==> src/rtl/pipe_controller.sv <==
// ID-stage control unit: opcode decode, registered EX/MEM/WB control stages,
// load-use stall FSM and branch flush. Define CTRL_JUMP_EN for JAL/JALR/LUI/AUIPC.
module pipe_controller #(
  parameter int REG_ADDR_W       = 5,
  parameter int MUX_SEL_W        = 2,
  parameter int LOAD_USE_BUBBLES = 1
) (
  input  logic                  clock,
  input  logic                  reset,
  input  logic                  id_valid,
  input  logic [6:0]            opcode,
  input  logic [REG_ADDR_W-1:0] rs1,
  input  logic [REG_ADDR_W-1:0] rs2,
  input  logic [REG_ADDR_W-1:0] rd,
  input  logic                  branch_taken,
  output logic                  stall,
  output logic                  ex_mem_re,
  output logic                  ex_mem_we,
  output logic                  ex_reg_write,
  output logic                  ex_branch,
  output logic                  ex_jump,
  output logic                  ex_illegal,
  output logic [1:0]            ex_alu_op,
  output logic [MUX_SEL_W-1:0]  ex_sel_mux_1,
  output logic [MUX_SEL_W-1:0]  ex_sel_mux_2,
  output logic [MUX_SEL_W-1:0]  ex_sel_mux_4,
  output logic [REG_ADDR_W-1:0] ex_rd,
  output logic                  mem_mem_re,
  output logic                  mem_mem_we,
  output logic                  mem_reg_write,
  output logic [MUX_SEL_W-1:0]  mem_sel_mux_2,
  output logic [REG_ADDR_W-1:0] mem_rd,
  output logic                  wb_reg_write,
  output logic [MUX_SEL_W-1:0]  wb_sel_mux_2,
  output logic [REG_ADDR_W-1:0] wb_rd,
  output logic [2:0]            state_dbg
);

  typedef enum logic {ST_RUN, ST_STALL} state_t;

  typedef struct packed {
    logic                 mem_re;
    logic                 mem_we;
    logic                 reg_write;
    logic                 branch;
    logic                 jump;
    logic                 illegal;
    logic [1:0]           alu_op;
    logic [MUX_SEL_W-1:0] mux1;
    logic [MUX_SEL_W-1:0] mux2;
    logic [MUX_SEL_W-1:0] mux4;
  } ctrl_t;

  state_t                state;
  logic [1:0]            cnt;
  ctrl_t                 dec, ex_c;
  logic                  use1, use2, legal, hazard;

  always_comb begin
    dec   = '0;
    use1  = 1'b0;
    use2  = 1'b0;
    legal = 1'b1;
    case (opcode)
      7'b0110011: begin
        dec.reg_write = 1'b1; dec.alu_op = 2'b10; dec.mux2 = MUX_SEL_W'(1);
        use1 = 1'b1; use2 = 1'b1;
      end
      7'b0010011: begin
        dec.reg_write = 1'b1; dec.alu_op = 2'b11;
        dec.mux1 = MUX_SEL_W'(1); dec.mux2 = MUX_SEL_W'(1);
        use1 = 1'b1;
      end
      7'b0000011: begin
        dec.mem_re = 1'b1; dec.reg_write = 1'b1; dec.alu_op = 2'b01;
        dec.mux1 = MUX_SEL_W'(1);
        use1 = 1'b1;
      end
      7'b0100011: begin
        dec.mem_we = 1'b1; dec.mux1 = MUX_SEL_W'(1); dec.mux4 = MUX_SEL_W'(1);
        use1 = 1'b1; use2 = 1'b1;
      end
      7'b1100011: begin
        dec.branch = 1'b1;
        use1 = 1'b1; use2 = 1'b1;
      end
`ifdef CTRL_JUMP_EN
      7'b1101111: begin
        dec.reg_write = 1'b1; dec.jump = 1'b1; dec.mux2 = MUX_SEL_W'(2);
      end
      7'b1100111: begin
        dec.reg_write = 1'b1; dec.jump = 1'b1;
        dec.mux1 = MUX_SEL_W'(1); dec.mux2 = MUX_SEL_W'(2);
        use1 = 1'b1;
      end
      7'b0110111: begin
        dec.reg_write = 1'b1; dec.mux2 = MUX_SEL_W'(3);
      end
      7'b0010111: begin
        dec.reg_write = 1'b1; dec.mux1 = MUX_SEL_W'(1);
        dec.mux4 = MUX_SEL_W'(2); dec.mux2 = MUX_SEL_W'(1);
      end
`endif
      default: legal = 1'b0;
    endcase
    if (rd == '0) dec.reg_write = 1'b0;
  end

  // Only a load sitting in EX can create a hazard; its result is not ready for ID.
  assign hazard = (LOAD_USE_BUBBLES != 0) && id_valid && ex_c.mem_re && (ex_rd != '0) &&
                  ((use1 && (rs1 == ex_rd)) || (use2 && (rs2 == ex_rd)));

  assign stall = !reset && !branch_taken && ((state == ST_STALL) || hazard);

  always_ff @(posedge clock) begin
    if (reset) begin
      state         <= ST_RUN;
      cnt           <= 2'd0;
      ex_c          <= '0;
      ex_rd         <= '0;
      mem_mem_re    <= 1'b0;
      mem_mem_we    <= 1'b0;
      mem_reg_write <= 1'b0;
      mem_sel_mux_2 <= '0;
      mem_rd        <= '0;
      wb_reg_write  <= 1'b0;
      wb_sel_mux_2  <= '0;
      wb_rd         <= '0;
    end else begin
      mem_mem_re    <= ex_c.mem_re;
      mem_mem_we    <= ex_c.mem_we;
      mem_reg_write <= ex_c.reg_write;
      mem_sel_mux_2 <= ex_c.mux2;
      mem_rd        <= ex_rd;
      wb_reg_write  <= mem_reg_write;
      wb_sel_mux_2  <= mem_sel_mux_2;
      wb_rd         <= mem_rd;
      ex_c          <= '0;
      ex_rd         <= '0;
      if (branch_taken) begin
        state <= ST_RUN;
        cnt   <= 2'd0;
      end else begin
        case (state)
          ST_RUN: begin
            if (hazard) begin
              if (LOAD_USE_BUBBLES > 1) begin
                state <= ST_STALL;
                cnt   <= 2'(LOAD_USE_BUBBLES - 1);
              end
            end else if (id_valid && legal) begin
              ex_c  <= dec;
              ex_rd <= rd;
            end else if (id_valid) begin
              ex_c.illegal <= 1'b1;
            end
          end
          ST_STALL: begin
            cnt <= cnt - 2'd1;
            if (cnt == 2'd1) state <= ST_RUN;
          end
          default: begin
            state <= ST_RUN;
            cnt   <= 2'd0;
          end
        endcase
      end
    end
  end

  assign ex_mem_re    = ex_c.mem_re;
  assign ex_mem_we    = ex_c.mem_we;
  assign ex_reg_write = ex_c.reg_write;
  assign ex_branch    = ex_c.branch;
  assign ex_jump      = ex_c.jump;
  assign ex_illegal   = ex_c.illegal;
  assign ex_alu_op    = ex_c.alu_op;
  assign ex_sel_mux_1 = ex_c.mux1;
  assign ex_sel_mux_2 = ex_c.mux2;
  assign ex_sel_mux_4 = ex_c.mux4;
  assign state_dbg    = {state == ST_STALL, cnt};

endmodule

==> config.mk <==
export PLATFORM = sky130hd
export DESIGN_NAME = pipe_controller
export DESIGN_NICKNAME = d
export VERILOG_FILES = /design/src/rtl/pipe_controller.sv
export SDC_FILE = /design/constraint.sdc
export NUM_CORES = 1
export LEC_CHECK = 0
export CELL_PAD_IN_SITES_DETAIL_PLACEMENT = 0
export CELL_PAD_IN_SITES_GLOBAL_PLACEMENT = 2
export CORE_UTILIZATION = 24
export CTS_BUF_LIST = sky130_fd_sc_hd__clkbuf_4 sky130_fd_sc_hd__clkbuf_8
export DETAILED_ROUTE_END_ITERATION = 10
export GPL_TIMING_DRIVEN = 1
export PLACE_DENSITY_LB_ADDON = 0.1
export SLEW_MARGIN = 0
export SYNTH_ARGS = -nofsm -noshare
export SYNTH_HDL_FRONTEND = slang
export SYNTH_SLANG_ARGS = --single-unit
export TNS_END_PERCENT = 30
==> constraint.sdc <==
create_clock -name clock -period 2.9 [get_ports clock]
set_clock_uncertainty 0.1 [all_clocks]
set_input_delay 0.58 -clock clock [delete_from_list [all_inputs] [get_ports clock]]
set_output_delay 0.58 -clock clock [all_outputs]
set_load 0.005 [all_outputs]
==> summary.txt <==
Timing
  • Tmin final: 2.73 ns
  • Final Max Tran Viols: 0
  • Final Hold Viols: 0
  • Period utilization: 0.940
  • Final setup violation count: 0
  • RSZ-0062 raised after global routing: false
  • Max Freq: 0.367 GHz

Yosys
  • Synth Area in Compound Gates: 0.0542
  • Synthesized instance count: about 110
  • Post-Synth XOR/XNOR Area: 0.0802
  • Avg Inst Size Synth: between 10 and 15 sq um
  • Combinational family with the most area after synthesis: simple AND/OR/NAND/NOR gates
  • Post-synthesis sequential area ratio: 0.533
  • Post-synthesis mux area share: 0.00833
  • Adder and majority gate portion of the synthesized area: 0.0104
  • Synth Area in Simple Gates: 0.235
  • Yosys cell types: 30
  • Synthesized area: 1200 sq um
  • FF+latch count, synth: 32
  • Syn. warnings: 0

Clocking
  • CTS tree: yes
  • Clock tree buffer depth: 2
  • Clock sinks: 32
  • # H-tree levels: 2
  • Post-CTS setup repair buffer count: 0
  • CTS buffer count: 5
  • Worst skew pair latency: 0.28 ns
  • Clk Tree Root Cell: clkbuf_8
  • Worst-path clk slew: 0.06 ns

Placement
  • RD Place Congestion: 0.718
  • Port buffer count: 60
  • Sum of net half-perimeters after detailed placement: 2310 um
  • Area post-placement: 1900 sq um

Detailed routing
  • Final wirelength: just under 3000 um
  • Via count of the routed design: 981
  • Top layer in use: met4
  • Antenna violation net count after detailed routing: 0
  • Pre-antenna DRT Iters: 4
  • Vias/cell: 3.97
  • DR WL/cell: 12.0 um
  • Drt drc: 0
  • Initial DRC Count: 29
  • Met1 Wirelength: 1250 um
  • Routed wl met2: between 1000 and 1500 um
  • Met3 WL: between 200 and 250 um

Setup path
  • Max FO, Critical Path: 2
  • Reg2Reg Launch Point: ex_rd[1]$_SDFF_PP0_
  • Critical Path Sink Type: primary output
  • Startpoint types: input port
  • Crit. Startpoint: rs2[0]
  • CP Capture Point: stall
  • Worst r2r dst: ex_sel_mux_1[0]$_SDFF_PP0_
  • R2R cell count: 5
  • Setup CP Type: input port to primary output
  • Req. time, crit path: 2.22 ns
  • Worst Path Arrival: 2.05 ns
  • R2R setup slack: 1.01 ns

Global routing
  • GRT overflow: 0
  • Vias in the first global route: approximately 960
  • First-pass GRT wire length: 4530 um
  • Pin count of the biggest net entering global routing: 17
  • Antenna violations before repair: 0
  • Total track usage: 0.118

Power
  • VDD IR max: about 0.19 mV
  • PD cells: approximately 420 nW/um^2
  • P_leak: 0.000755 uW
  • Sw Pwr: 179 uW
  • Comb pwr share: 0.083
  • Sequential fraction of design power: 0.527
  • Cell internal pwr: around 660 uW
  • Clk pwr share: 0.390
  • Switching Fraction: 0.214

Die
  • I/O Pins: 67
  • Die area: roughly 5300 sq um
  • Starting Density: 0.253
  • Core area: 4750 sq um
  • Chip width: 72.7 um
  • # rows: 25
  • Die Height: between 70 and 80 um

Min path
  • Min-delay src: mem_rd[1]$_SDFF_PP0_
  • Worst hold-check path type: register to register

Layout
  • FILL cells: roughly 500
  • Area grow syn2layout: 65.1%
  • Final Util: 0.417
  • Diodes inserted: 0
  • Final Cell Area: approximately 2000 sq um
  • Nets: 207
  • Share of cells above drive strength 1: 0.139

Status
  • Status: completed

Run
  • Max-Cap Viols: 0
## flip-flops by register name, indices dropped and copies added (netlist names), 2 cells and up
signal	cells
cnt	2
ex_rd	5
wb_rd	5
mem_rd	5
## cell families (layout without fill, tap and decap cells)
kind of cell / count (synthesis) / after routing
adders and majority gates: 1 / 1
and+or+nand+nor: 43 / 43
xor gates and xnor gates: 11 / 11
AOI/OAI and AO/OA: 7 / 7
DFF: 32 / 32
other: 1 / 6
muxes: 1 / 1
buffers and inverters: 13 / 79
## how the worst min path moves through the flow
stage | to | slack, ns | depth (start not counted)
floorplan | mem_reg_write$_SDFF_PP0_ | 0.36 | 1
global placement | wb_rd[3]$_SDFF_PP0_ | 0.35 | 1
detailed placement | wb_rd[1]$_SDFF_PP0_ | 0.35 | 1
CTS | wb_rd[1]$_SDFF_PP0_ | 0.36 | 1
global route | wb_reg_write$_SDFF_PP0_ | 0.38 | 1
finish | wb_rd[1]$_SDFF_PP0_ | 0.36 | 1
## area by class of cell
class,instances,area [sq um],area share
Sequential cell,32,641,0.323
Inverter,2,7.51,0.00379
Tap cell,67,83.8,0.0423
Clock inverter,1,5.00,0.00252
Clock buffer,6,76.3,0.0385
Multi-Input combinational cell,69,499,0.252
Timing Repair Buffer,70,671,0.338
## worst max-delay path: stages
cell and delay, ns:
clkdlybuf4s50_1 0.42, xor2_1 0.16, nor4_2 0.29, o2111ai_1 0.16, a21oi_2 0.20, o21ba_1 0.14
buf_2 0.11
## Yosys cell counts
library cell	number	area share
a2111oi_1	1	0.0083
a21boi_1	1	0.0063
a21oi_2	1	0.0073
and4bb_2	1	0.010
buf_4	9	0.056
buf_6	1	0.0094
clkbuf_1	1	0.0031
conb_1	1	0.0031
dfxtp_1	32	0.53
ha_1	1	0.010
inv_1	2	0.0063
mux2i_1	1	0.0083
nand2_1	2	0.0063
nand2b_1	1	0.0052
nand3_1	1	0.0042
nor2_1	3	0.0094
nor2b_1	17	0.089
nor3_1	1	0.0042
nor3b_1	6	0.037
nor3b_2	1	0.010
nor4_1	5	0.026
nor4b_1	1	0.0073
o2111ai_1	1	0.0073
o2111ai_2	1	0.012
o21ai_0	1	0.0042
o21ba_1	1	0.0083
or2_4	1	0.0073
or4_1	3	0.019
xnor2_1	4	0.029
xor2_1	7	0.051
## repair_timing
action	CTS	global route
hold buffers	0	0
gates cloned	0	0
gates resized for setup	5	1
hold endpoints to repair	0	0
pin swaps	3	1
endpoints found under the setup margin	1	1
## stage by stage
stage | setup TNS [ns] | total power, uW | setup WS (ns) | instances | hold slack [ns]
CTS | 0 | 847 | 0.0853 | 247 | 0.364
detailed placement | -0.284 | 520 | -0.284 | 240 | 0.352
global placement | -0.308 | 519 | -0.308 | 240 | 0.349
finish | 0 | 837 | 0.175 | 247 | 0.362
floorplan | 0 | 474 | 0.490 | 114 | 0.360
global route | 0 | 878 | 0.0116 | 247 | 0.381
## power by group through the flow
stage	registers (uW)	clock network, uW	logic (uW)
floorplan	451	0	23.0
global placement	451	0	67.8
detailed placement	451	0	68.7
CTS	441	336	69.5
global route	441	362	75.2
finish	441	326	69.7
## layer usage
metal / up-vias / track usage
met5: - / 0
met4: 0 / 0.0392
met3: 5 / 0.0608
met2: 37 / 0.189
met1: 444 / 0.137
li1: 495 / -
## placed cells by master (no fill, tap or decap), drive strengths merged, types with 4 or more instances in the layout
cell / netlist / routed
nor4: 5 / 5
conb: 1 / 6
buf: 10 / 11
dfxtp: 32 / 32
clkbuf: 1 / 6
nor2b: 17 / 17
xor2: 7 / 7
nor3b: 7 / 7
clkdlybuf4s50: 0 / 59
xnor2: 4 / 4
No activity file was read; power rests on OpenSTA's default activity.
